<file path="config.mk">
export PLATFORM = sky130hd
export DESIGN_NAME = serial_negate_unit
export DESIGN_NICKNAME = d
export VERILOG_FILES = /design/src/rtl/serial_negate_unit.sv
export SDC_FILE = /design/constraint.sdc
export NUM_CORES = 1
export LEC_CHECK = 0
export ABC_AREA = 1
export CAP_MARGIN = 10
export CORE_MARGIN = 1
export CORE_UTILIZATION = 48
export DETAILED_ROUTE_END_ITERATION = 12
export PLACE_DENSITY = 0.72
export REMOVE_ABC_BUFFERS = 1
export SYNTH_ARGS = -nofsm -noshare
export SYNTH_HDL_FRONTEND = slang
export SYNTH_SLANG_ARGS = --single-unit
export TNS_END_PERCENT = 30
</file>
<file path="constraint.sdc">
create_clock -name clk -period 1.25 [get_ports clk]
set_clock_uncertainty 0.05 [all_clocks]
set_input_delay 0.25 -clock clk [delete_from_list [all_inputs] [get_ports clk]]
set_output_delay 0.25 -clock clk [all_outputs]
set_load 0.05 [all_outputs]
</file>
<file path="src/rtl/serial_negate_unit.sv">
// ---------------------------------------------------------------------------
// serial_negate_unit
//
// Digit-serial pass / negate / abs / negative-abs unit. The operand is walked
// from the LSB upward DIGIT bits per clock through a small (DIGIT+1)-bit adder
// slice. A negation is formed as (~x + 1): the operand digits are inverted and
// the "+1" enters as the initial carry. A start/busy/done handshake lets a
// sequencer share the slice across operations.
//
// Parameters:
//   W      operand/result width (>= 2)
//   DIGIT  bits processed per clock; W must be a multiple of DIGIT
//
// Ports:
//   clk       in   system clock, rising edge
//   reset     in   asynchronous active-high reset
//   start     in   operation request, sampled only in IDLE
//   mode      in   00 pass, 01 -x, 10 |x|, 11 -|x| (sampled with start)
//   in_data   in   W-bit signed operand (sampled with start)
//   busy      out  high while the digit loop is running
//   done      out  one-cycle completion pulse
//   out_data  out  result, held until the next completion
//   ovf       out  most-negative value had to be negated; held with out_data
//
// Build option:
//   NEG_SAT_EN  when defined, an overflowing result saturates to the
//               most-positive value instead of wrapping.
// ---------------------------------------------------------------------------
module serial_negate_unit #(
  parameter int W     = 6,
  parameter int DIGIT = 1
) (
  input  logic         clk,
  input  logic         reset,
  input  logic         start,
  input  logic [1:0]   mode,
  input  logic [W-1:0] in_data,
  output logic         busy,
  output logic         done,
  output logic [W-1:0] out_data,
  output logic         ovf
);

  localparam int NDIG = W / DIGIT;
  localparam int CW   = (NDIG > 1) ? $clog2(NDIG) : 1;
  localparam logic [CW-1:0] LAST = CW'(NDIG - 1);
  localparam logic [W-1:0]  MOST_NEG = {1'b1, {(W-1){1'b0}}};
  localparam logic [W-1:0]  MOST_POS = {1'b0, {(W-1){1'b1}}};

  typedef enum logic [1:0] {IDLE, RUN, DONE} state_t;

  state_t        state_q, state_d;
  logic [W-1:0]  op_q, op_d;
  logic [W-1:0]  sh_q, sh_d;
  logic [W-1:0]  res_q, res_d;
  logic [1:0]    mode_q, mode_d;
  logic          inv_q, inv_d;
  logic          carry_q, carry_d;
  logic [CW-1:0] cnt_q, cnt_d;
  logic          busy_q, busy_d;
  logic          done_q, done_d;
  logic [W-1:0]  out_q, out_d;
  logic          ovf_q, ovf_d;

  // Datapath slice: current digit (optionally inverted) plus carry. The new
  // digit enters the result register at the top so that after NDIG steps the
  // first digit processed has reached the LSB position.
  logic [DIGIT-1:0] digit_x;
  logic [DIGIT:0]   sum;
  logic [W-1:0]     res_next;
  logic             ovf_next;
  logic             start_inv;

  assign digit_x  = inv_q ? ~sh_q[DIGIT-1:0] : sh_q[DIGIT-1:0];
  assign sum      = {1'b0, digit_x} + {{DIGIT{1'b0}}, carry_q};
  assign res_next = W'({sum[DIGIT-1:0], res_q} >> DIGIT);

  // Only the most-negative operand overflows, and only when it is actually
  // inverted; -|x| of it never inverts because the value is already negative.
  assign ovf_next = inv_q && (op_q == MOST_NEG) &&
                    ((mode_q == 2'b01) || (mode_q == 2'b10));

  assign start_inv = (mode == 2'b01) ||
                     ((mode == 2'b10) &&  in_data[W-1]) ||
                     ((mode == 2'b11) && !in_data[W-1]);

  // Next-state and next-output computation for the IDLE/RUN/DONE sequence.
  always_comb begin
    state_d = state_q;
    op_d    = op_q;
    sh_d    = sh_q;
    res_d   = res_q;
    mode_d  = mode_q;
    inv_d   = inv_q;
    carry_d = carry_q;
    cnt_d   = cnt_q;
    busy_d  = 1'b0;
    done_d  = 1'b0;
    out_d   = out_q;
    ovf_d   = ovf_q;

    case (state_q)
      IDLE: begin
        if (start) begin
          op_d    = in_data;
          sh_d    = in_data;
          mode_d  = mode;
          inv_d   = start_inv;
          carry_d = start_inv;
          cnt_d   = '0;
          res_d   = '0;
          busy_d  = 1'b1;
          state_d = RUN;
        end
      end
      RUN: begin
        res_d   = res_next;
        carry_d = sum[DIGIT];
        sh_d    = sh_q >> DIGIT;
        if (cnt_q == LAST) begin
          // Final digit: publish the result on this same edge; the carry out
          // of the top digit is simply dropped.
          state_d = DONE;
          done_d  = 1'b1;
          ovf_d   = ovf_next;
`ifdef NEG_SAT_EN
          out_d   = ovf_next ? MOST_POS : res_next;
`else
          out_d   = res_next;
`endif
        end else begin
          cnt_d  = cnt_q + CW'(1);
          busy_d = 1'b1;
        end
      end
      DONE: begin
        state_d = IDLE;
      end
      default: begin
        state_d = IDLE;
      end
    endcase
  end

  // All state and outputs are registered; reset clears everything at once.
  always_ff @(posedge clk or posedge reset) begin
    if (reset) begin
      state_q <= IDLE;
      op_q    <= '0;
      sh_q    <= '0;
      res_q   <= '0;
      mode_q  <= '0;
      inv_q   <= 1'b0;
      carry_q <= 1'b0;
      cnt_q   <= '0;
      busy_q  <= 1'b0;
      done_q  <= 1'b0;
      out_q   <= '0;
      ovf_q   <= 1'b0;
    end else begin
      state_q <= state_d;
      op_q    <= op_d;
      sh_q    <= sh_d;
      res_q   <= res_d;
      mode_q  <= mode_d;
      inv_q   <= inv_d;
      carry_q <= carry_d;
      cnt_q   <= cnt_d;
      busy_q  <= busy_d;
      done_q  <= done_d;
      out_q   <= out_d;
      ovf_q   <= ovf_d;
    end
  end

  assign busy     = busy_q;
  assign done     = done_q;
  assign out_data = out_q;
  assign ovf      = ovf_q;

endmodule

</file>
# Word-level counts from Yosys, hierarchy flattened
# Cells that the tools add are included.
[totals] out_inout_bits=9 reg_bits=36 inputBits=11
[op_classes] reduce_logical=15 muxes=18 eq_ne=11 n_addsub=2 n_bitwise=1
[op_table] cell="6-bit one-hot mux with 2 select lines" n=2
[op_table] cell="6-bit 2-to-1 mux" n=2
[op_table] cell="2-bit AND reduction" n=4
[op_table] cell="2-bit by 1-bit equality test with 1-bit output, second input constant" n=3
[op_table] cell="2-bit equality test, second input constant" n=3
[op_table] cell="6-bit equality test, second input constant" n=1
[op_table] cell="1-bit 2-to-1 mux" n=6
[op_table] cell="3-bit 2-to-1 mux" n=2
[op_table] cell="2-bit != test, second input constant" n=3
[op_table] cell="3-bit one-hot mux with 2 select lines" n=1
[op_table] cell="1-bit logical AND" n=4
[op_table] cell="2-bit 2-to-1 mux" n=2
[op_table] cell="1-bit one-hot mux with 2 select lines" n=2
[op_table] cell="2-bit one-hot mux with 2 select lines" n=1
[op_table] cell="3-bit by 1-bit adder with 3-bit output, second input constant" n=1
[op_table] cell="3-bit equality test, second input constant" n=1
[op_table] cell="1-bit logical OR" n=3
[op_table] cell="3-bit AND reduction" n=1
[op_table] cell="1-bit by 1-bit adder with 2-bit output" n=1
[op_table] cell="2-bit zero test" n=1
[op_table] cell="2-bit nonzero test" n=1
[op_table] cell="1-bit zero test" n=1
[op_table] cell="1-bit NOT" n=1

# Longest topological paths before layout
[depth] depth_word=6 ltp_mapped=8 depth_no_buf=8

# Worst setup path before layout
# OpenSTA, ideal clock, no wires.
[synth_path] kind="register -> register" startpoint="reg cnt_q[1]" endpoint="reg out_q[0], in the netlist out_data[0]" setup_time_ns=0.120 required_time_ns=1.080 path_stages_with_launch=9 path_slack_ns=0.051 synth_period_minus_slack_ns=1.199 arrival_ns=1.029 path_buffers=1 cell_sequence="dfrtp_1 > inv_1 > ha_1 > nand2_1 > inv_1 > nand2_4 > buf_6 > nand2_1 > o21ai_2"
[synth_via] elab_chain_len=2
[synth_rtl] element="from (decl)" line="59" source="logic [CW-1:0] cnt_q, cnt_d;"
[synth_rtl] element="from (signal assigned)" line="168" source="cnt_q <= cnt_d;"
[synth_rtl] element="3-bit equality test" line="120" source="if (cnt_q == LAST) begin"
[synth_rtl] element="2-bit AND reduction (no source line)"
[synth_rtl] element="to (signal assigned)" line="171" source="out_q <= out_d;"
[synth_rtl] element="to (decl)" line="62" source="logic [W-1:0] out_q, out_d;"
# Every way passes these cells.
# A chain may end at the register's enable or synchronous reset.

# Final worst setup path
# Same ends and word-level chain as after synthesis.

==> flow_metrics.tcl <==
set metrics [dict create \
    seq_area_frac_synth_pct 58.4 \
    synthTopCellsByArea "dfrtp_1 58%, nand2_1 15%, inv_1 4.5%" \
    rows 19 \
    power_density_nw_per_um2 2420 \
    violations "design-rule violations" \
    ant_nets 0 \
    core_area_um2 2850 \
    hold_path_class "input pin to asynchronous set/reset pin" \
    peakVddDrop_mv 1.44 \
    cts.clk_slew.worst_paths_ns 0.10 \
    cp-start-kind "flip-flop" \
    vias_per_cell 5.05 \
    syn_to_final_growth_pct 32.9 \
    synth.most_common_cell "nand2_1" \
    crit_fanout 7 \
    cts_tree "yes" \
    rsz0062_at_grt "true" \
    path_class "flip-flop to flip-flop" \
    hold_viol_final 0 \
    max_freq_mhz 817 \
    grt_max_degree 36 \
    multi_input_area_um2 542 \
    synth_warnings 0 \
    worstSkewPairLatency_ns 0.33 \
    cp_slowest_cell "dfrtp_1" \
    cp_top_family "flip-flops" \
    power_w 0.00482 \
    routed_wl_um 2730 \
    regArea_um2 877 \
    leakagePower_nw 1.03 \
    synth_flop_cell "dfrtp_1" \
    grt_pass1_wl_um 4570 \
    dp_hpwl_um 1840 \
    path_buf_inv 3 \
    grt_pass1_vias 1086 \
    pre_cts_ws_ns -0.158 \
    endpoint_kind "flip-flop" \
    fp.dieH_um 57.9 \
    finalCriticalPeriod_ns 1.22 \
    fin_crit_sh_pct 98.0 \
    netlist_instances 163 \
    synth_top_area_cell "dfrtp_1" \
    die-area_um2 3350 \
    slowest_delay_ns 0.39 \
    first_iter_violations 38 \
    worstPathRequired_ns 1.47 \
    finalMaxSlewViolations 0 \
    drive_gt1_share_pct 23.5 \
    synth_common_cells "60 x nand2_1, 35 x dfrtp_1, 18 x inv_1, 13 x nand3_1, 7 x nor2_1" \
    firstDrtPassIters 8 \
    numPortBuffers 19 \
    async_reset_ff_share_pct 100 \
    dieWidth_um 57.9 \
    track_usage_pct 18.5 \
    syn_area_per_cell_um2 9.20 \
    start_util_pct 52.6 \
    tightest_slew_ns 0.193 \
    layout_setup_ws_ns 0.0254 \
    cts_root_buffer "clkbuf_4" \
    synth_area_um2 1500 \
    ys_seq_elements 35 \
    setup_viol 0 \
    maxCapViolations 0 \
    final_nets 213 \
    worst_ep_arrival_time_ns 1.45 \
    yosysTopAreaCellShare_pct 58.4 \
    boundaryPins 20 \
    diodes 0 \
    cts_sinks 35 \
    globalRouteOverflowTotal 0 \
    gp_congestion 0.775 \
    cts_buffer_depth 2 \
    drc 1 \
    fillCellCount 225 \
    worstPathCellList "inv_1 -> ha_1 -> nand2_2 -> inv_2 -> nand2_4 -> buf_4 -> o21ai_2" \
    synth_cell_type_count 17 \
    numCtsBuffers 5 \
    run_status "finished with violations" \
    antenna_found_initial 0 \
    routedWlPerCell_um 11.8 \
    vias 1166 \
    synth-edff-count 0 \
    h-tree-depth 2 \
    max_slew_margin_pct 87.1 \
]
-- state kept, by name, indices dropped and copies added, names as in the netlist, 2 cells and up --
register and cells:
cnt_q 3, mode_q 2, op_q 6, out_data 6
res_q 5, sh_q 6, state_q 2
-- stage by stage --
stage	instances	hold slack [ns]	area (um^2)	util, %	TNS, ns
6_report	231	0.206	1990	69.9	0
5_1_grt	231	0.222	1990	69.9	-0.125
4_1_cts	229	0.216	1940	67.9	-0.0110
3_5_place_dp	218	0.410	1860	65.3	-2.15
3_3_place_gp	218	0.407	1860	65.3	-1.88
2_1_floorplan	160	0.321	1470	-	-0.869
-- kinds of logic (layout without fill, tap and decap cells) --
kind of cell,after synthesis,after routing,synth area share [%]
flip-flops,35,35,58.4
adder cells (fa/ha/maj),3,3,2.50
XOR/XNOR,1,1,0.584
buffers and inverters,24,60,7.26
AND/OR/NAND/NOR,84,85,24.4
AO/OA/AOI/OAI,16,16,6.92
-- metal layers --
| layer | global-route usage [%] | routed length (um) | up-vias |
|---|---|---|---|
| met1 | 24.0 | 1270 | 551 |
| met4 | 5.44 | 28 | 0 |
| met2 | 29.2 | 1270 | 35 |
| met5 | 0 | 0 | - |
| met3 | 6.70 | 161 | 5 |
| li1 | - | - | 575 |
-- cells in the final DEF, fill, tap and decap left out, types with 5 or more instances in the layout --
cell,n
nor2_1,6
nand3_1,13
dfrtp_1,34
clkdlybuf4s50_1,10
inv_1,16
buf_4,7
nand2_1,58
o21ai_2,5
o21ai_0,5
clkbuf_4,5
inv_2,5
buf_12,11
-- cell type report --
type	instances	share of cell area, %
inverters	21	3.95
clock inverters	1	0.251
well taps	31	1.95
multi-input cells	105	27.2
flip-flops and latches	35	44.0
repair buffers	31	20.4
clock buffers	7	2.26
-- worst min-delay path, delay by kind of cell --
family	cells	cell delay, ns
buf+inv	3	0.70
-- report_power, final --
part | internal, W | switching (W) | leakage [nW]
logic | 0.00105 | 0.00128 | 0.553
clock network | 0.000219 | 0.000357 | 0.0293
registers | 0.00160 | 0.000315 | 0.445
total | 0.00286 | 0.00196 | 1.03
-- worst paths after layout --
| path | endpoint | start | cells after the start | slack [ns] |
|---|---|---|---|---|
| max reg2reg | out_data[0] | cnt_q[1] | 7 | 0.03 |
| min | op_q[4] | reset | 3 | 0.21 |
| max | out_data[0] | cnt_q[1] | 7 | 0.03 |
| max in group asynchronous | state_q[1] | reset | 3 | 0.76 |
| min in group clk | op_q[1] | in_data[1] | 3 | 0.42 |
| min reg2reg | sh_q[5] | sh_q[5] | 2 | 0.43 |
-- repair_timing --
item                       in CTS  in global routing
hold buffers                    0                  0
gates cloned                    0                  1
pin swaps                       1                  1
setup endpoints to repair       2                 30
gates resized for setup         1                 10
setup buffers                   3                  1
Power figures use the tool's default switching activity.
